--- src/rtl/branch_pkg.sv ---
// Shared types and constants for the fetch-path branch unit: opcode encoding,
// absolute jump table and the offset sign-extension helper.
package branch_pkg;

  typedef enum logic [2:0] {
    BR_NOP  = 3'd0,
    BR_BEQZ = 3'd1,
    BR_BNEZ = 3'd2,
    BR_JMP  = 3'd3,
    BR_CALL = 3'd4,
    BR_RET  = 3'd5,
    BR_DONE = 3'd6
  } br_op_t;

  localparam int LUT_W = 16;

  // Absolute entry points for JMP/CALL, indexed by imm[3:0].
  localparam logic [LUT_W-1:0] JMP_LUT [16] = '{
    16'h0100, 16'h0120, 16'h0140, 16'h0160,
    16'h0200, 16'h0220, 16'h0240, 16'h0260,
    16'h0300, 16'h0320, 16'h0340, 16'h0360,
    16'h0400, 16'h0420, 16'h0440, 16'h0460
  };

  function automatic logic [31:0] sext8(input logic [7:0] v);
    return {{24{v[7]}}, v};
  endfunction

endpackage

--- src/rtl/branch_unit_ret_stack.sv ---
// Return-address LIFO. sp counts occupied entries (0..DEPTH); full/empty and
// top are judged on the sp held at the start of the cycle.
module ret_stack #(
  parameter int PC_W  = 16,
  parameter int DEPTH = 4
) (
  input  logic            clk,
  input  logic            rst_n,
  input  logic            push,
  input  logic            pop,
  input  logic [PC_W-1:0] din,
  output logic            full,
  output logic            empty,
  output logic [PC_W-1:0] top
);

  localparam int AW   = $clog2(DEPTH);
  localparam int SP_W = AW + 1;

  logic [PC_W-1:0] mem_q [DEPTH];
  logic [PC_W-1:0] mem_d [DEPTH];
  logic [SP_W-1:0] sp_q, sp_d;
  logic [AW-1:0]   top_idx;

  assign full    = (sp_q == SP_W'(DEPTH));
  assign empty   = (sp_q == '0);
  assign top_idx = AW'(sp_q - SP_W'(1));
  assign top     = mem_q[top_idx];

  always_comb begin
    mem_d = mem_q;
    sp_d  = sp_q;
    if (push && !full) begin
      mem_d[sp_q[AW-1:0]] = din;
      sp_d = sp_q + SP_W'(1);
    end else if (pop && !empty) begin
      sp_d = sp_q - SP_W'(1);
    end
  end

  always_ff @(posedge clk or negedge rst_n) begin
    if (!rst_n) begin
      sp_q <= '0;
      for (int i = 0; i < DEPTH; i++) mem_q[i] <= '0;
    end else begin
      sp_q  <= sp_d;
      mem_q <= mem_d;
    end
  end

endmodule

--- src/rtl/branch_unit.sv ---
// Branch decode for the fetch path: combinational jump decisions into the PC
// register, CALL/RET stack handling, program-completion counting.
module branch_unit
  import branch_pkg::*;
#(
  parameter int PC_W  = 16,
  parameter int DEPTH = 4
) (
  input  logic            clk,
  input  logic            rst_n,
  input  logic            init,
  input  logic [PC_W-1:0] pc,
  input  br_op_t          op,
  input  logic [7:0]      imm,
  input  logic            zero,
  output logic            jump_rel,
  output logic            jump_abs,
  output logic [PC_W-1:0] target,
  output logic            done,
  output logic [1:0]      prog_id,
  output logic            stack_err
);

  logic            rel_raw, abs_raw;
  logic [PC_W-1:0] tgt_raw;
  logic            push, pop, err_set, done_set;
  logic            st_full, st_empty;
  logic [PC_W-1:0] st_top;
  logic            done_q, done_d;
  logic [1:0]      prog_id_q, prog_id_d;
  logic            stack_err_q, stack_err_d;

  ret_stack #(.PC_W(PC_W), .DEPTH(DEPTH)) u_ret_stack (
    .clk   (clk),
    .rst_n (rst_n),
    .push  (push),
    .pop   (pop),
    .din   (pc + PC_W'(1)),
    .full  (st_full),
    .empty (st_empty),
    .top   (st_top)
  );

  always_comb begin
    rel_raw  = 1'b0;
    abs_raw  = 1'b0;
    tgt_raw  = '0;
    push     = 1'b0;
    pop      = 1'b0;
    err_set  = 1'b0;
    done_set = 1'b0;
    if (!init) begin
      unique case (op)
        BR_BEQZ: if (zero) begin
          rel_raw = 1'b1;
          tgt_raw = PC_W'(sext8(imm));
        end
        BR_BNEZ: if (!zero) begin
          rel_raw = 1'b1;
          tgt_raw = PC_W'(sext8(imm));
        end
        BR_JMP: begin
          abs_raw = 1'b1;
          tgt_raw = PC_W'(JMP_LUT[imm[3:0]]);
        end
        BR_CALL: if (!st_full) begin
          abs_raw = 1'b1;
          tgt_raw = PC_W'(JMP_LUT[imm[3:0]]);
          push    = 1'b1;
        end else begin
          err_set = 1'b1;
        end
        BR_RET: if (!st_empty) begin
          abs_raw = 1'b1;
          tgt_raw = st_top;
          pop     = 1'b1;
        end else begin
          err_set = 1'b1;
        end
        BR_DONE: done_set = 1'b1;
        default: ;
      endcase
    end
  end

  // Jump outputs are combinational, so hold them quiet while reset is asserted.
  assign jump_rel = rel_raw & rst_n;
  assign jump_abs = abs_raw & rst_n;
  assign target   = rst_n ? tgt_raw : '0;

  always_comb begin
    done_d      = done_set;
    prog_id_d   = (done_set && prog_id_q != 2'd3) ? prog_id_q + 2'd1 : prog_id_q;
    stack_err_d = stack_err_q | err_set;
  end

  always_ff @(posedge clk or negedge rst_n) begin
    if (!rst_n) begin
      done_q      <= 1'b0;
      prog_id_q   <= 2'd0;
      stack_err_q <= 1'b0;
    end else begin
      done_q      <= done_d;
      prog_id_q   <= prog_id_d;
      stack_err_q <= stack_err_d;
    end
  end

  assign done      = done_q;
  assign prog_id   = prog_id_q;
  assign stack_err = stack_err_q;

endmodule

--- config.mk ---
export PLATFORM = sky130hd
export DESIGN_NAME = branch_unit
export DESIGN_NICKNAME = d
export VERILOG_FILES = /design/src/rtl/branch_pkg.sv /design/src/rtl/branch_unit_ret_stack.sv /design/src/rtl/branch_unit.sv
export SDC_FILE = /design/constraint.sdc
export NUM_CORES = 1
export LEC_CHECK = 0
export CORE_ASPECT_RATIO = 0.5
export CORE_MARGIN = 5
export CORE_UTILIZATION = 55
export DETAILED_ROUTE_END_ITERATION = 8
export PLACE_DENSITY = 0.76
export SYNTH_ARGS = -nofsm -noshare
export SYNTH_HDL_FRONTEND = slang
export SYNTH_SLANG_ARGS = --single-unit
--- constraint.sdc ---
create_clock -name clk -period 4.9 [get_ports clk]
set_input_delay 1.225 -clock clk [delete_from_list [all_inputs] [get_ports clk]]
set_output_delay 1.225 -clock clk [all_outputs]
set_load 0.05 [all_outputs]
* Word level (Yosys, flattened, before mapping)
Memory sizes are Yosys's and may differ from the RTL's. Index checks and enable logic that the tools add are counted.
Storage, ports and cells: flip-flop bits (word level) 71, bits in read-only memories 256, output and inout bits 22, memories 1
Operators by class: $add $sub $neg 4, order comparisons 4, equality and inequality tests 8, muxes and demuxes 35, bitwise logic cells 6, reductions and logical operators 8
Memory list:
- (no name shown) | words 16, bits a word 16, read ports 1, clocked after Yosys merged registers in 0, write ports 0, line branch_unit.sv:68 | tgt_raw = PC_W'(JMP_LUT[imm[3:0]]);
Operators with widths (number):
- 16-bit 2-to-1 mux | 11
- 16-bit case mux with 5 select lines | 1
- 64-bit bitwise mux | 1
- 16-bit binary-select mux with 2-bit select | 1
- 16-bit demux with 2-bit select | 1
- 16-bit by 1-bit adder with 16-bit output, second input constant | 1
- 1-bit 2-to-1 mux | 15
- 3-bit equality test, second input constant | 4
- 3-bit by 2-bit equality test with 1-bit output, second input constant | 2
- 3-bit greater-or-equal comparator, second input constant | 2
- 3-bit 2-to-1 mux | 2
- 2-bit NOT with 3-bit output | 2
- 5-bit greater-or-equal comparator, second input constant | 1
- 4-bit NOT with 5-bit output | 1
- 1-bit logical AND | 4
- 1-bit case mux with 2 select lines | 2
- 3-bit by 1-bit adder with 3-bit output, second input constant | 1
- 3-bit by 1-bit equality test with 1-bit output, second input constant | 1
- 3-bit zero test | 1
- 3-bit by 1-bit < comparator with 1-bit output, second input constant | 1
- 1-bit case mux with 3 select lines | 1
- 3-bit by 1-bit subtractor with 3-bit output, second input constant | 1
- 2-bit by 1-bit adder with 2-bit output, second input constant | 1
- 1-bit AND | 2
- other kinds (4) | 5

* Depth between registers and ports, before layout
word-level depth 9, gate-level depth with buffers 10, depth with buffers taken out 6

* By module
From an unflattened synthesis, not the netlist that was laid out.
Unflattened totals: cell total of the unflattened synthesis 289, area, all modules 4016.4 um^2
Modules (own cells, without submodules):
- ret_stack | instances 1, cells an instance 183, area each 3220.6 um^2
- branch_unit | instances 1, cells an instance 106, area each 795.8 um^2

* Worst setup path after synthesis
No wires, ideal clock.
path type input to output, from input op[0], to output target[5], data arrival time 2.823 ns, required time 3.675 ns, path slack 0.852 ns, cell stages on the path 5, buffers on the path 1, cells stage by stage buf_2 > or3b_2 > a21oi_1 > a221oi_1 > a21oi_1
On the way: longest elaborated chain between the ends 4, elaborated cells on any way between the ends 8, classes of those cells eq/ne: 5; mux: 3
Ends and longest elaborated chain:
- start: declaration | line branch_unit.sv:13 | input br_op_t op,
- 3-bit equality test (tied with other cells) | line branch_unit.sv:53 | unique case (op)
- 16-bit case mux with 5 select lines * | line branch_unit.sv:53
- 16-bit 2-to-1 mux * | line branch_unit.sv:52 | if (!init) begin
- 16-bit 2-to-1 mux * | line branch_unit.sv:89 | assign target = rst_n ? tgt_raw : '0;
- end: declaration | line branch_unit.sv:18 | output logic [PC_W-1:0] target,
Every way passes the cells marked *; elsewhere a longest branch is shown, timed or not.

* Final worst setup path
from input op[0], to output target[13]
The elaborated chain is that of the path after synthesis.

==> out/qor.yml <==
outcome:
  status: "finished clean"
floorplan:
  die_x_um: 127
  ios: 53
  initial_core_util_pct: 56.4
  core_um2: 6670
  rows: 21
  design.die.area_um2: 8690
  die_h_um: 68.5
logic_synthesis:
  syn_area_um2: 3760
  synthArstFlopShare_pct: 100
  synth_cell_types: 44
  synth_top_flop_cell: "dfrtp_1"
  synth.net_count: 413
  syn_area_per_cell_um2: 10.1
  yosysSeqAreaShare_pct: 47.2
  synth-warning-count: 0
  synth_seq_cells: 71
  syn-instance-count: 373
  synth_edf_count: 0
timing:
  tns_ns: 0
  skew_ns: 0.00528
  final.period_utilization_pct: 93.0
  min_period_ns: 4.56
  rsz0062_at_grt: "false"
  fmax_mhz: 219
  setup-violations-final: 0
  maxSlewViolCount: 0
  hold_ws_ns: 0.475
  hold_viol_final: 0
  maxSlewHeadroom_pct: 41.4
  tightest_slew_ns: 0.879
detailed_routing:
  routed.top_layer: "met4"
  wl_per_cell_um: 19.4
  drtAntennaViolNets: 0
  dr_wl_met2_um: 4880
  vias: 3153
  wirelength_um: 10100
  route.layer.met1.wl_um: 4190
  drtIter0Drc: 252
  drc_errors: 0
  drtPass1Iterations: 4
  wl_met3_um: 796
  vias_per_cell: 6.08
finish:
  final_cell_mix: "nand2_1, dfrtp_1, o21ai_0"
  nets: 462
  synthToLayoutAreaGrowth_pct: 28.9
  drive_gt1_share_pct: 17.6
  num_antenna_cells: 0
  seq_area_um2: 1780
  final_util_pct: 72.7
  layout_commonest_cell: "nand2_1"
  finalNonFillerCells: 519
  multi_input_area_um2: 1850
  fillCellCount: 460
global_routing:
  antenna_found_initial: 0
  gr-total-overflow: 0
  grt_pass1_vias: 3310
  grtUsageTotal_pct: 25.1
  grt_first_pass_wirelength_um: 16500
  grt_max_degree: 72
clock_tree:
  clk_pin_slew_ns: 0.06
  post_cts_buffers: 0
  ctsResizeCount: 0
  h-tree-depth: 3
  cts_sinks: 71
  root_buffer: "clkbuf_16"
  cts_tree: "built"
  cts_hold_buf: 0
  cts_buffers: 9
  clk_path_buf_depth: 2
  clock_latency_ns: 0.33
placed_design:
  dp_hpwl_um: 6740
  place_inst: 503
  gp_congestion: 0.838
  io_buffers: 52
power:
  p_leak_nw: 2.05
  p_total_mw: 2.51
  p_per_area_nw_per_um2: 518
  peakVddDrop_mv: 0.309
setup_path:
  worstPathCellList: "clkdlybuf4s50_1 -> nor4b_1 -> or2_2 -> nand2_2 -> a21oi_1 -> buf_12"
  crit_required_ns: 3.67
  cpMaxStageDelayCell: "clkdlybuf4s50_1"
  end_kind: "output port"
  crit_buf_inv: 2
  slowest_delay_ns: 0.67
  critPathKind: "input port to output port"
  worstSetupStartpointType: "input port"
  critPathTopFamily: "simple AND/OR/NAND/NOR gates"
  cp_data_arrival_time_ns: 3.33
  crit_fanout: 15
hold_path:
  hold_class: "flop to flop"
run:
  cap_violations: 0
-- flip-flops by register name, summed over array words and instances (netlist names) --
name / flops
prog_id: 2
done: 1
u_ret_stack.mem_q: 64
stack_err: 1
u_ret_stack.sp_q: 3
-- power breakdown --
| part | switching, mW | internal, mW |
|---|---|---|
| sequential | 0.141 | 0.812 |
| clock | 0.238 | 0.488 |
| combinational | 0.436 | 0.398 |
-- worst register-to-register path, stage by stage, from the launching register on --
cell,delay (ns)
dfrtp_1,0.38
inv_1,0.10
ha_1,0.25
nand2_1,0.18
nand4b_1,0.61
buf_4,0.46
o21ai_0,0.25
-- final timing paths --
check	cells after the start	startpoint	slack, ns	to
max	6	op[0]	0.34	target[13]
max in group asynchronous	2	rst_n	3.21	u_ret_stack.mem_q[30]$_DFFE_PN0P_
max reg2reg	6	u_ret_stack.sp_q[1]$_DFFE_PN0P_	2.57	u_ret_stack.mem_q[5]$_DFFE_PN0P_
min reg2reg	2	u_ret_stack.mem_q[52]$_DFFE_PN0P_	0.47	u_ret_stack.mem_q[52]$_DFFE_PN0P_
min	2	u_ret_stack.mem_q[52]$_DFFE_PN0P_	0.47	u_ret_stack.mem_q[52]$_DFFE_PN0P_
min in group asynchronous	2	rst_n	1.11	stack_err$_DFF_PN0_
-- area by class of cell --
| class | instances | area share [%] |
|---|---|---|
| clock inverters | 4 | 1.57 |
| repair buffers | 62 | 15.4 |
| well taps | 92 | 2.37 |
| flip-flops and latches | 71 | 36.6 |
| inverters | 5 | 0.387 |
| multi-input cells | 273 | 38.2 |
| clock buffers | 12 | 5.50 |
-- kinds of logic (layout without fill, tap and decap cells) --
family | Yosys count | count (layout) | share of synthesized area, %
fa+ha+maj | 9 | 9 | 2.99
buf+inv | 29 | 83 | 3.56
simple gates | 131 | 131 | 17.2
compound gates | 93 | 93 | 13.5
mux | 22 | 22 | 11.3
xor+xnor | 18 | 18 | 4.19
flops | 71 | 71 | 47.2
-- per-layer routing --
metal  vias to the layer above  track usage (%)
met4                         0             10.3
li1                       1413                -
met3                        20             6.86
met1                      1582             30.6
met5                         -                0
met2                       138             43.6
-- cell usage after synthesis (all sizes together), types with 5 or more instances --
master	number	area share (%)
mux4	16	9.6
o21ai	64	8.5
nor2	8	0.80
ha	9	3.0
a21oi	14	1.9
clkbuf	14	1.4
dfrtp	71	47
nand3	12	1.6
inv	5	0.50
nand2	75	7.6
xnor2	11	2.6
mux2	5	1.5
a22oi	7	1.4
nand2b	7	1.2
buf	10	1.6
xor2	7	1.6
-- per-stage QoR --
stage                     cell area [um^2]  worst slack, ns
after global routing                  4850            0.116
after detailed placement              4510            0.422
after CTS                             4850            0.361
final                                 4850            0.344
after floorplan                       3760            0.852
after global placement                4510            0.478
No activity file was read; power rests on OpenSTA's default activity.
